[config.mk]
export PLATFORM = sky130hd
export DESIGN_NAME = player_sprite_flat
export DESIGN_NICKNAME = d
export VERILOG_FILES = /design/src/rtl/player_sprite_pkg.sv /design/src/rtl/player_sprite_if.sv /design/src/rtl/player_sprite_anim.sv /design/src/rtl/player_sprite.sv /design/src/flat_wrapper.sv
export SDC_FILE = /design/constraint.sdc
export NUM_CORES = 1
export LEC_CHECK = 0
export CAP_MARGIN = 20
export CORE_UTILIZATION = 30
export DETAILED_ROUTE_END_ITERATION = 12
export PLACE_DENSITY = 0.51
export REMOVE_ABC_BUFFERS = 1
export SLEW_MARGIN = 20
export SYNTH_ARGS = -nofsm -noshare
export SYNTH_HDL_FRONTEND = slang
export SYNTH_SLANG_ARGS = --single-unit
[constraint.sdc]
create_clock -name clk -period 5.1 [get_ports clk]
set_input_delay 0.765 -clock clk [delete_from_list [all_inputs] [get_ports clk]]
set_output_delay 0.765 -clock clk [all_outputs]
set_load 0.01 [all_outputs]
[src/rtl/player_sprite_pkg.sv]
// rtl/player_sprite_pkg.sv - shared constants, types and frame-base helper for player_sprite
//
// Purpose: sprite geometry, buffer size, animation constants, stage-1 pipeline
//          record and the ROM frame-base function used by the sprite block.
// Ports:   none (package).
package player_sprite_pkg;

  localparam int VBUF_W      = 320;
  localparam int VBUF_H      = 240;
  localparam int SPR_W       = 41;
  localparam int SPR_H       = 42;
  localparam int WALK_FRAMES = 5;
  localparam int ANIM_DIV    = 6;
  localparam int GROUND_Y    = 178;
  localparam int ADDR_W      = 14;

  localparam int FRAME_SIZE  = SPR_W * SPR_H;
  localparam int COL_W       = $clog2(SPR_W);
  localparam int ROW_W       = $clog2(SPR_H);
  localparam int TICK_W      = $clog2(ANIM_DIV);

  typedef logic [2:0] frame_idx_t;

  localparam frame_idx_t WALK_FIRST = 3'd0;
  localparam frame_idx_t WALK_LAST  = 3'(WALK_FRAMES - 1);
  localparam frame_idx_t JUMP_FRAME = 3'(WALK_FRAMES);

  typedef struct packed {
    logic             valid;
    logic             hit;
    logic [COL_W-1:0] col;
    logic [ROW_W-1:0] row;
  } s1_t;

  function automatic logic [ADDR_W-1:0] frame_base(input frame_idx_t f);
    return ADDR_W'(f * FRAME_SIZE);
  endfunction

endpackage

[src/rtl/player_sprite_if.sv]
// rtl/player_sprite_if.sv - pixel-in / sprite-address-out bundle for player_sprite
//
// Purpose: groups the per-pixel request and the aligned sprite result.
// Signals: pixel_valid, pixel_x, pixel_y (driven by master)
//          out_valid, sprite_hit, sprite_addr (driven by slave, 2 cycles later)
interface player_sprite_if;
  import player_sprite_pkg::*;

  logic              pixel_valid;
  logic [9:0]        pixel_x;
  logic [9:0]        pixel_y;
  logic              out_valid;
  logic              sprite_hit;
  logic [ADDR_W-1:0] sprite_addr;

  modport master (
    output pixel_valid, pixel_x, pixel_y,
    input  out_valid, sprite_hit, sprite_addr
  );

  modport slave (
    input  pixel_valid, pixel_x, pixel_y,
    output out_valid, sprite_hit, sprite_addr
  );

endinterface

[src/rtl/player_sprite_anim.sv]
// rtl/player_sprite_anim.sv - frame_start-side state: latched position, facing, walk animation
//
// Module player_anim_ctrl.
// Ports: clk, reset_n (async, active low), frame_start, player_x, player_y in;
//        px_q, py_q (latched position), face_left, anim_frame out.
module player_anim_ctrl
  import player_sprite_pkg::*;
(
  input  logic        clk,
  input  logic        reset_n,
  input  logic        frame_start,
  input  logic [11:0] player_x,
  input  logic [11:0] player_y,
  output logic [11:0] px_q,
  output logic [11:0] py_q,
  output logic        face_left,
  output frame_idx_t  anim_frame
);

  logic signed [12:0] dx;
  logic [TICK_W-1:0]  tick_cnt, tick_nxt;
  frame_idx_t         walk_idx, walk_nxt;
  logic               moving;

  always_comb begin
    dx       = signed'({1'b0, player_x} - {1'b0, px_q});
    moving   = (dx != 13'sd0);
    tick_nxt = tick_cnt;
    walk_nxt = walk_idx;
    if (!moving) begin
      // standing still restarts the walk cycle from its first frame
      tick_nxt = '0;
      walk_nxt = WALK_FIRST;
    end else if (tick_cnt == TICK_W'(ANIM_DIV - 1)) begin
      tick_nxt = '0;
      walk_nxt = (walk_idx == WALK_LAST) ? WALK_FIRST : walk_idx + 3'd1;
    end else begin
      tick_nxt = tick_cnt + TICK_W'(1);
    end
  end

  always_ff @(posedge clk or negedge reset_n) begin
    if (!reset_n) begin
      px_q       <= '0;
      py_q       <= '0;
      face_left  <= 1'b0;
      tick_cnt   <= '0;
      walk_idx   <= WALK_FIRST;
      anim_frame <= WALK_FIRST;
    end else if (frame_start) begin
      px_q     <= player_x;
      py_q     <= player_y;
      tick_cnt <= tick_nxt;
      walk_idx <= walk_nxt;
      if (moving) face_left <= dx[12];
      // computed from the incoming position so the frame index is ready one cycle after frame_start
      anim_frame <= (player_y < 12'(GROUND_Y)) ? JUMP_FRAME : walk_nxt;
    end
  end

endmodule

[src/rtl/player_sprite.sv]
// rtl/player_sprite.sv - pixel-rate sprite ROM address generator for the player
//
// Purpose: 2-stage pipeline mapping each VGA pixel (2x upscaled) onto the
//          player sprite, producing ROM address and hit flag.
// Ports:   clk, reset_n (async, active low), frame_start, player_x, player_y in;
//          pix (player_sprite_if.slave): pixel in, sprite result out;
//          anim_frame out.
// Build option: PLAYER_SPRITE_MIRROR_EN mirrors columns when facing left.
module player_sprite
  import player_sprite_pkg::*;
(
  input  logic            clk,
  input  logic            reset_n,
  input  logic            frame_start,
  input  logic [11:0]     player_x,
  input  logic [11:0]     player_y,
  player_sprite_if.slave  pix,
  output frame_idx_t      anim_frame
);

  logic [11:0] px_q, py_q;
  logic        face_left;

  player_anim_ctrl u_anim (
    .clk        (clk),
    .reset_n    (reset_n),
    .frame_start(frame_start),
    .player_x   (player_x),
    .player_y   (player_y),
    .px_q       (px_q),
    .py_q       (py_q),
    .face_left  (face_left),
    .anim_frame (anim_frame)
  );

  // 13-bit arithmetic so px_q+SPR_W cannot wrap for any 12-bit position
  logic [12:0] bx, by, x_lo, x_hi, y_lo, y_hi;
  s1_t         s1_nxt, s1_q;

  always_comb begin
    bx   = {4'd0, pix.pixel_x[9:1]};
    by   = {4'd0, pix.pixel_y[9:1]};
    x_lo = {1'b0, px_q};
    y_lo = {1'b0, py_q};
    x_hi = x_lo + 13'(SPR_W);
    y_hi = y_lo + 13'(SPR_H);
    s1_nxt.valid = pix.pixel_valid;
    s1_nxt.hit   = pix.pixel_valid
                 & (bx >= x_lo) & (bx < x_hi) & (by >= y_lo) & (by < y_hi)
                 & (bx < 13'(VBUF_W)) & (by < 13'(VBUF_H));
    s1_nxt.col   = COL_W'(bx - x_lo);
    s1_nxt.row   = ROW_W'(by - y_lo);
`ifdef PLAYER_SPRITE_MIRROR_EN
    if (face_left) s1_nxt.col = COL_W'(SPR_W - 1) - s1_nxt.col;
`endif
  end

`ifndef PLAYER_SPRITE_MIRROR_EN
  logic unused_face;
  assign unused_face = face_left;
`endif

  logic unused_lsb;
  assign unused_lsb = pix.pixel_x[0] ^ pix.pixel_y[0];

  always_ff @(posedge clk or negedge reset_n) begin
    if (!reset_n) begin
      s1_q            <= '0;
      pix.out_valid   <= 1'b0;
      pix.sprite_hit  <= 1'b0;
      pix.sprite_addr <= '0;
    end else begin
      s1_q            <= s1_nxt;
      pix.out_valid   <= s1_q.valid;
      pix.sprite_hit  <= s1_q.hit;
      pix.sprite_addr <= s1_q.hit
                       ? frame_base(anim_frame) + ADDR_W'(s1_q.row * SPR_W) + ADDR_W'(s1_q.col)
                       : '0;
    end
  end

endmodule

[src/flat_wrapper.sv]
// flat-port wrapper written by rule: the top's interface ports become plain ports
module player_sprite_flat import player_sprite_pkg::*;
  (clk, reset_n, frame_start, player_x, player_y, anim_frame, pix_pixel_valid, pix_pixel_x, pix_pixel_y, pix_out_valid, pix_sprite_hit, pix_sprite_addr);
  player_sprite_if pix_i ();
  input  logic clk;
  input  logic reset_n;
  input  logic frame_start;
  input  logic [11:0] player_x;
  input  logic [11:0] player_y;
  output frame_idx_t anim_frame;
  input wire logic [$bits(pix_i.pixel_valid)-1:0] pix_pixel_valid;
  input wire logic [$bits(pix_i.pixel_x)-1:0] pix_pixel_x;
  input wire logic [$bits(pix_i.pixel_y)-1:0] pix_pixel_y;
  output wire logic [$bits(pix_i.out_valid)-1:0] pix_out_valid;
  output wire logic [$bits(pix_i.sprite_hit)-1:0] pix_sprite_hit;
  output wire logic [$bits(pix_i.sprite_addr)-1:0] pix_sprite_addr;
  assign pix_i.pixel_valid = pix_pixel_valid;
  assign pix_i.pixel_x = pix_pixel_x;
  assign pix_i.pixel_y = pix_pixel_y;
  assign pix_out_valid = pix_i.out_valid;
  assign pix_sprite_hit = pix_i.sprite_hit;
  assign pix_sprite_addr = pix_i.sprite_addr;
  player_sprite u_core (.clk(clk), .reset_n(reset_n), .frame_start(frame_start), .player_x(player_x), .player_y(player_y), .pix(pix_i), .anim_frame(anim_frame));
endmodule
# Yosys cells after proc, flatten, opt, wreduce, memory -nomap -nowiden
# Index checks and enable logic that the tools add are counted.
totals:
  regBits: 63
  output_inout_bits: 19
op_classes:
  add_sub_neg: 9
  multipliers: 2
  order_cmp: 7
  n_eq_ne: 2
  muxes: 7
  n_bitwise: 6
  n_reduce_logical: 1
ops:
  columns: ["operator", "count"]
  rows:
  - ["$add A12 B6 Y13 const B", 2]
  - ["$lt A9 B13 Y1", 2]
  - ["$ge A9 B12 Y1", 2]
  - ["$mux W3", 6]
  - ["$add A14 B12 Y14", 1]
  - ["$add A14 B6 Y14", 1]
  - ["$mux W14", 1]
  - ["$mul A3 B10 Y13 const B", 1]
  - ["$reduce_bool A13 Y1", 1]
  - ["$sub A12 B12 Y13", 1]
  - ["$lt A12 B8 Y1 const B", 1]
  - ["$mul A6 B6 Y12 const B", 1]
  - ["$sub A6 B6 Y6", 2]
  - ["$lt A9 B8 Y1 const B", 1]
  - ["$lt A9 B9 Y1 const B", 1]
  - ["$add A3 B1 Y3 const B", 2]
  - ["$and A1 B1 Y1", 6]
  - ["$eq A3 B3 Y1 const B", 2]

# Logic depth before layout (Yosys ltp)
depth:
  depth_word: 7
  mapped_depth: 19
  ltp_nobuf: 19

# Modules after synthesis
# From an unflattened synthesis, not the netlist that was laid out.
unflattened:
  cells_unflattened: 623
  hier_area_um2: 5808.1
by_module_without_submodules:
  columns: ["mod", "instances", "cells_per_inst", "area_per_inst_um2", "seq_area_each_um2"]
  rows:
  - ["player_sprite", 1, 393, 3616.0, 750.7]
  - ["player_anim_ctrl", 1, 230, 2192.1, 850.8]

# Worst setup path after synthesis
# OpenSTA, ideal clock, no wires.
synth_path:
  path_kind: "register -> register"
  start: "register u_core.u_anim.anim_frame[1]"
  end: "register u_core.pix.sprite_addr[13]"
  setup_ns: 0.119
  t_arrival_ns: 4.345
  slack_ns: 0.636
  path_stages_with_launch: 18
  synth_period_minus_slack_ns: 4.464
  cell_sequence: "dfrtp_1 -> fa_1 -> inv_1 -> fa_1 -> inv_1 -> ha_1 -> fa_1 -> inv_1 -> fa_1 -> inv_1 -> ha_1 -> o21ai_0 -> o21bai_1 -> a31oi_1 -> o21ai_0 -> o41ai_1 -> xor2_1 -> and2_1"
synth_via:
  elab_chain_cells: 4
synth_lines:
  columns: ["element", "line_no", "source"]
  rows:
  - ["from (decl)", "player_sprite_anim.sv:17", "output frame_idx_t anim_frame"]
  - ["from (signal assigned)", "player_sprite_anim.sv:57", "anim_frame <= (player_y < 12'(GROUND_Y)) ? JUMP_FRAME : walk_nxt;"]
  - ["$mul A3 B10 Y13", "player_sprite_pkg.sv:36", "return ADDR_W'(f * FRAME_SIZE);"]
  - ["$add A14 B12 Y14", "player_sprite.sv:77", "? frame_base(anim_frame) + ADDR_W'(s1_q.row * SPR_W) + ADDR_W'(s1_q.col)"]
  - ["$add A14 B6 Y14", "player_sprite.sv:77", null]
  - ["$mux W14", "player_sprite.sv:77", null]
  - ["to (signal assigned)", "player_sprite.sv:76", "pix.sprite_addr <= s1_q.hit"]
  - ["to (decl)", "player_sprite_if.sv:23", "output out_valid, sprite_hit, sprite_addr"]
# No other way between the ends.
# A chain may end at the register's enable or synchronous reset.

# Final worst setup path
layout_path:
  start: "register u_core.u_anim.anim_frame[0]"
  end: "register u_core.pix.sprite_addr[13]"
# The elaborated chain is that of the path after synthesis.

==> results by group <==
Status
  • Status: complete, but fails checks
  • Failing checks: DRC

Placed design
  • GPL Wtd Cong: 0.826
  • IO Port Bufs: 64
  • Placed cell areas: about 6500 um^2
  • Hpwl dp: 10100 um

Floorplan
  • Initial Util: 30.8%
  • # IOs: 67
  • Die Ht: ~140 um
  • Cell row count: 49
  • Die W: approximately 140 um
  • Total core area: roughly 18000 um^2
  • Die Area: ~19000 um^2

Synth
  • Cell count after synthesis: 597
  • Cell area after synthesis: about 5600 um^2
  • Synth Register Bits: 63
  • Post-synth EDFFs: 0
  • Post-synth ARST share: 100%
  • Dominant synthesized flop cell: dfrtp_1
  • Post-synth top area share: between 20 and 30%
  • Post-synthesis sequential area ratio: between 20% and 30%
  • Synth area leader: dfrtp_1
  • Synth Area per Inst: between 9 and 10 um^2
  • Top cells by area, synth: dfrtp_1 28%, ha_1 22%, fa_1 6.5%
  • Yosys warns: 0
  • Netlist cell types: 57
  • Top-count cell post-synth: ha_1
  • Most frequent cells after synthesis: 99 x ha_1, 78 x inv_1, 63 x dfrtp_1

STA
  • Clock Skews: between 0.007 and 0.008 ns
  • Crit share post-route: between 90 and 100%
  • Worst-margin pin slew: just over 0.8 ns
  • Relative slew slack: between 40% and 50%
  • Post-route setup TNS: 0 ns
  • Max-slew violations: 0
  • Final hold vios: 0
  • Period minus WS final: about 4.7 ns
  • RSZ-0062 raised after global routing: no
  • Fmax: 0.211 GHz
  • Final setup violation count: 0
  • Final hold slack: ~0.37 ns

Global route
  • GR peak layer: met2
  • First-pass GRT wire length: between 20000 and 25000 um
  • Met2 usage in global routing: 23.9%
  • Routing usage on met1: roughly 18%
  • Pin count of the biggest net entering global routing: 64
  • M3 GR Usage: 3.29%
  • Grt total ovfl: 0
  • GRT Resource Usage Total: between 10 and 15%
  • Initial antenna violation count: 0
  • Vias in the first global route: 4523

Clocking
  • Clock Path Buffers: 2
  • H-tree levels: 3
  • Root buf cell: clkbuf_16
  • Clock insertion delay at the later pin of the skew report: roughly 0.34 ns
  • Clock-pin slew on the worst setup and hold paths: 0.05 ns
  • Num CTS Buffers: 9
  • Clock net sink count: 63
  • Clock tree from TritonCTS: yes
  • Setup Fix Bufs, Post-CTS: 0

Detailed routing
  • Vias per inst: 4.84
  • Residual DRC count: 2
  • Routed Wire Length: between 10000 and 15000 um
  • Pre-Repair DR Iteration Count: 11
  • ANT nets after route: 0
  • Iter 0 DRT Violations: ~170
  • Routed len/inst: between 10 and 15 um
  • Via count: 4355

Worst setup path
  • Worst Path Required: between 5 and 6 ns
  • Critical path type: register to register
  • Crit-path leading delay family: adder cells
  • RR Startpoint: u_core.u_anim.anim_frame[0]
  • Crit-path max cell delay: roughly 0.62 ns
  • Reg2reg path depth: 18
  • Setup crit end kind: register
  • Buffers & Inverters on Critical Path: 2
  • Flop-to-flop setup slack: around 0.35 ns
  • CP Launch Type: register
  • Max stage delay cell, worst path: fa_1
  • Crit path cell chain: fa_1, inv_1, fa_1, nor2b_1, o21ai_0, a21boi_0, o21ai_0, xnor2_1, fa_1, inv_1, ha_1, ha_1, and3_1, a21oi_1, o21ai_0, o41ai_2, xor2_1, and2_1
  • CP max FO: 7
  • Reg-to-Reg End: u_core.pix.sprite_addr[13]
  • Worst Path Arrival: ~5 ns

Pwr
  • P per Cell Area: around 740 nW/um^2
  • Peak supply drop: between 300 and 400 uV
  • Pleak: 3.19 nW

Worst hold path
  • Class of the worst hold path: register to register
  • Hold_sp: u_core.s1_q[13]
  • WHS Path Cells: 0
  • Hold Path Sink: u_core.pix.out_valid

Final layout
  • Register area: roughly 1600 um^2
  • Synth-to-layout area growth: 21.7%
  • Share of cells above drive strength 1: under 10%
  • Final Util: a little under two fifths
  • Filler Cell Count: ~1800
  • NumNets Final: 831
  • # diodes: 0
  • Post-route cell area: between 6000 and 7000 um^2
  • Multi-input gate area: 3660 um^2

Flow run
  • Max_cap viols: 0
-- per-stage QoR --
| stage | cells | setup slack, ns | power (mW) |
|---|---|---|---|
| 2_1_floorplan | 588 | 0.636 | 3.66 |
| 3_3_place_gp | 884 | 0.386 | 4.34 |
| 3_5_place_dp | 884 | 0.291 | 4.38 |
| 4_1_cts | 900 | 0.284 | 5.06 |
| 5_1_grt | 900 | 0.00588 | 5.71 |
| 6_report | 900 | 0.354 | 5.02 |
-- cell usage in the layout (no fill, tap or decap), drive strengths merged, types with 3 or more instances in the layout --
cell type	netlist	routed
nand4	4	4
dfrtp	63	63
nand2b	6	6
xor2	8	8
a31o	3	3
o21a	4	4
a21boi	4	4
clkinvlp	0	3
mux2	5	5
xnor2	29	29
o21ai	51	51
clkbuf	8	11
o41ai	3	3
nand3b	4	4
a31oi	3	3
a211oi	9	9
clkdlybuf4s50	0	62
a21oi	30	30
nor2b	8	8
fa	18	18
o21bai	4	4
o211ai	4	4
inv	78	78
a21o	13	13
ha	99	99
mux2i	3	3
nor2	39	39
buf	1	5
or3	3	3
nand2	32	32
or2	3	3
nor4	4	4
and2	14	14
nand3	6	6
nor3	9	9
-- sequential cells by signal, indices dropped and copies added (netlist names) --
signal,cells
u_core.pix.out_valid,1
u_core.pix.sprite_addr,14
u_core.pix.sprite_hit,1
u_core.s1_q,14
u_core.u_anim.anim_frame,3
u_core.u_anim.px_q,12
u_core.u_anim.py_q,12
u_core.u_anim.tick_cnt,3
u_core.u_anim.walk_idx,3
-- cell families (layout without fill, tap and decap cells) --
logic type	count (synthesis)	after routing	synth area share, %
flops	63	63	28.3
xor+xnor	37	37	5.83
simple gates	140	140	12.9
fa+ha+maj	117	117	28.8
buf+inv	87	161	6.01
mux	8	8	1.55
compound gates	145	145	16.6
-- timing repair --
action	CTS	global route
resized for setup	0	1
hold buffers	0	0
endpoints found under the setup margin	0	1
-- how the worst max path moves through the flow --
stage,startpoint,end,slack (ns),cells past startpoint
6_report,u_core.u_anim.anim_frame[0],u_core.pix.sprite_addr[13],0.35,18
5_1_grt,u_core.u_anim.anim_frame[0],u_core.pix.sprite_addr[13],0.006,18
4_1_cts,u_core.u_anim.anim_frame[0],u_core.pix.sprite_addr[13],0.28,17
3_5_place_dp,u_core.u_anim.anim_frame[0],u_core.pix.sprite_addr[13],0.29,17
3_3_place_gp,u_core.u_anim.anim_frame[0],u_core.pix.sprite_addr[13],0.39,17
2_1_floorplan,u_core.u_anim.anim_frame[1],u_core.pix.sprite_addr[13],0.64,17
-- final cells by class --
type | instances | share of cell area [%]
timing repair buffer | 67 | 9.65
clock inverter | 5 | 0.850
inverter | 78 | 4.33
sequential | 63 | 23.3
clock buffer | 11 | 3.59
tap | 229 | 4.23
multi-input combinational | 447 | 54.1
-- layer usage --
metal / routed length [um] / vias to the layer above
met5: 0 / -
met1: 6050 / 2070
met4: 112 / 0
li1: - / 2209
met2: 5790 / 66
met3: 413 / 10
-- report_power, final --
group / leakage [nW] / internal (mW) / total (mW) / switching, mW
combinational: 2.27 / 1.75 / 3.74 / 1.99
sequential: 0.783 / 0.569 / 0.653 / 0.0837
clock: 0.138 / 0.390 / 0.626 / 0.236
total: 3.19 / 2.71 / 5.02 / 2.31
(Power assumes the default switching activity.)
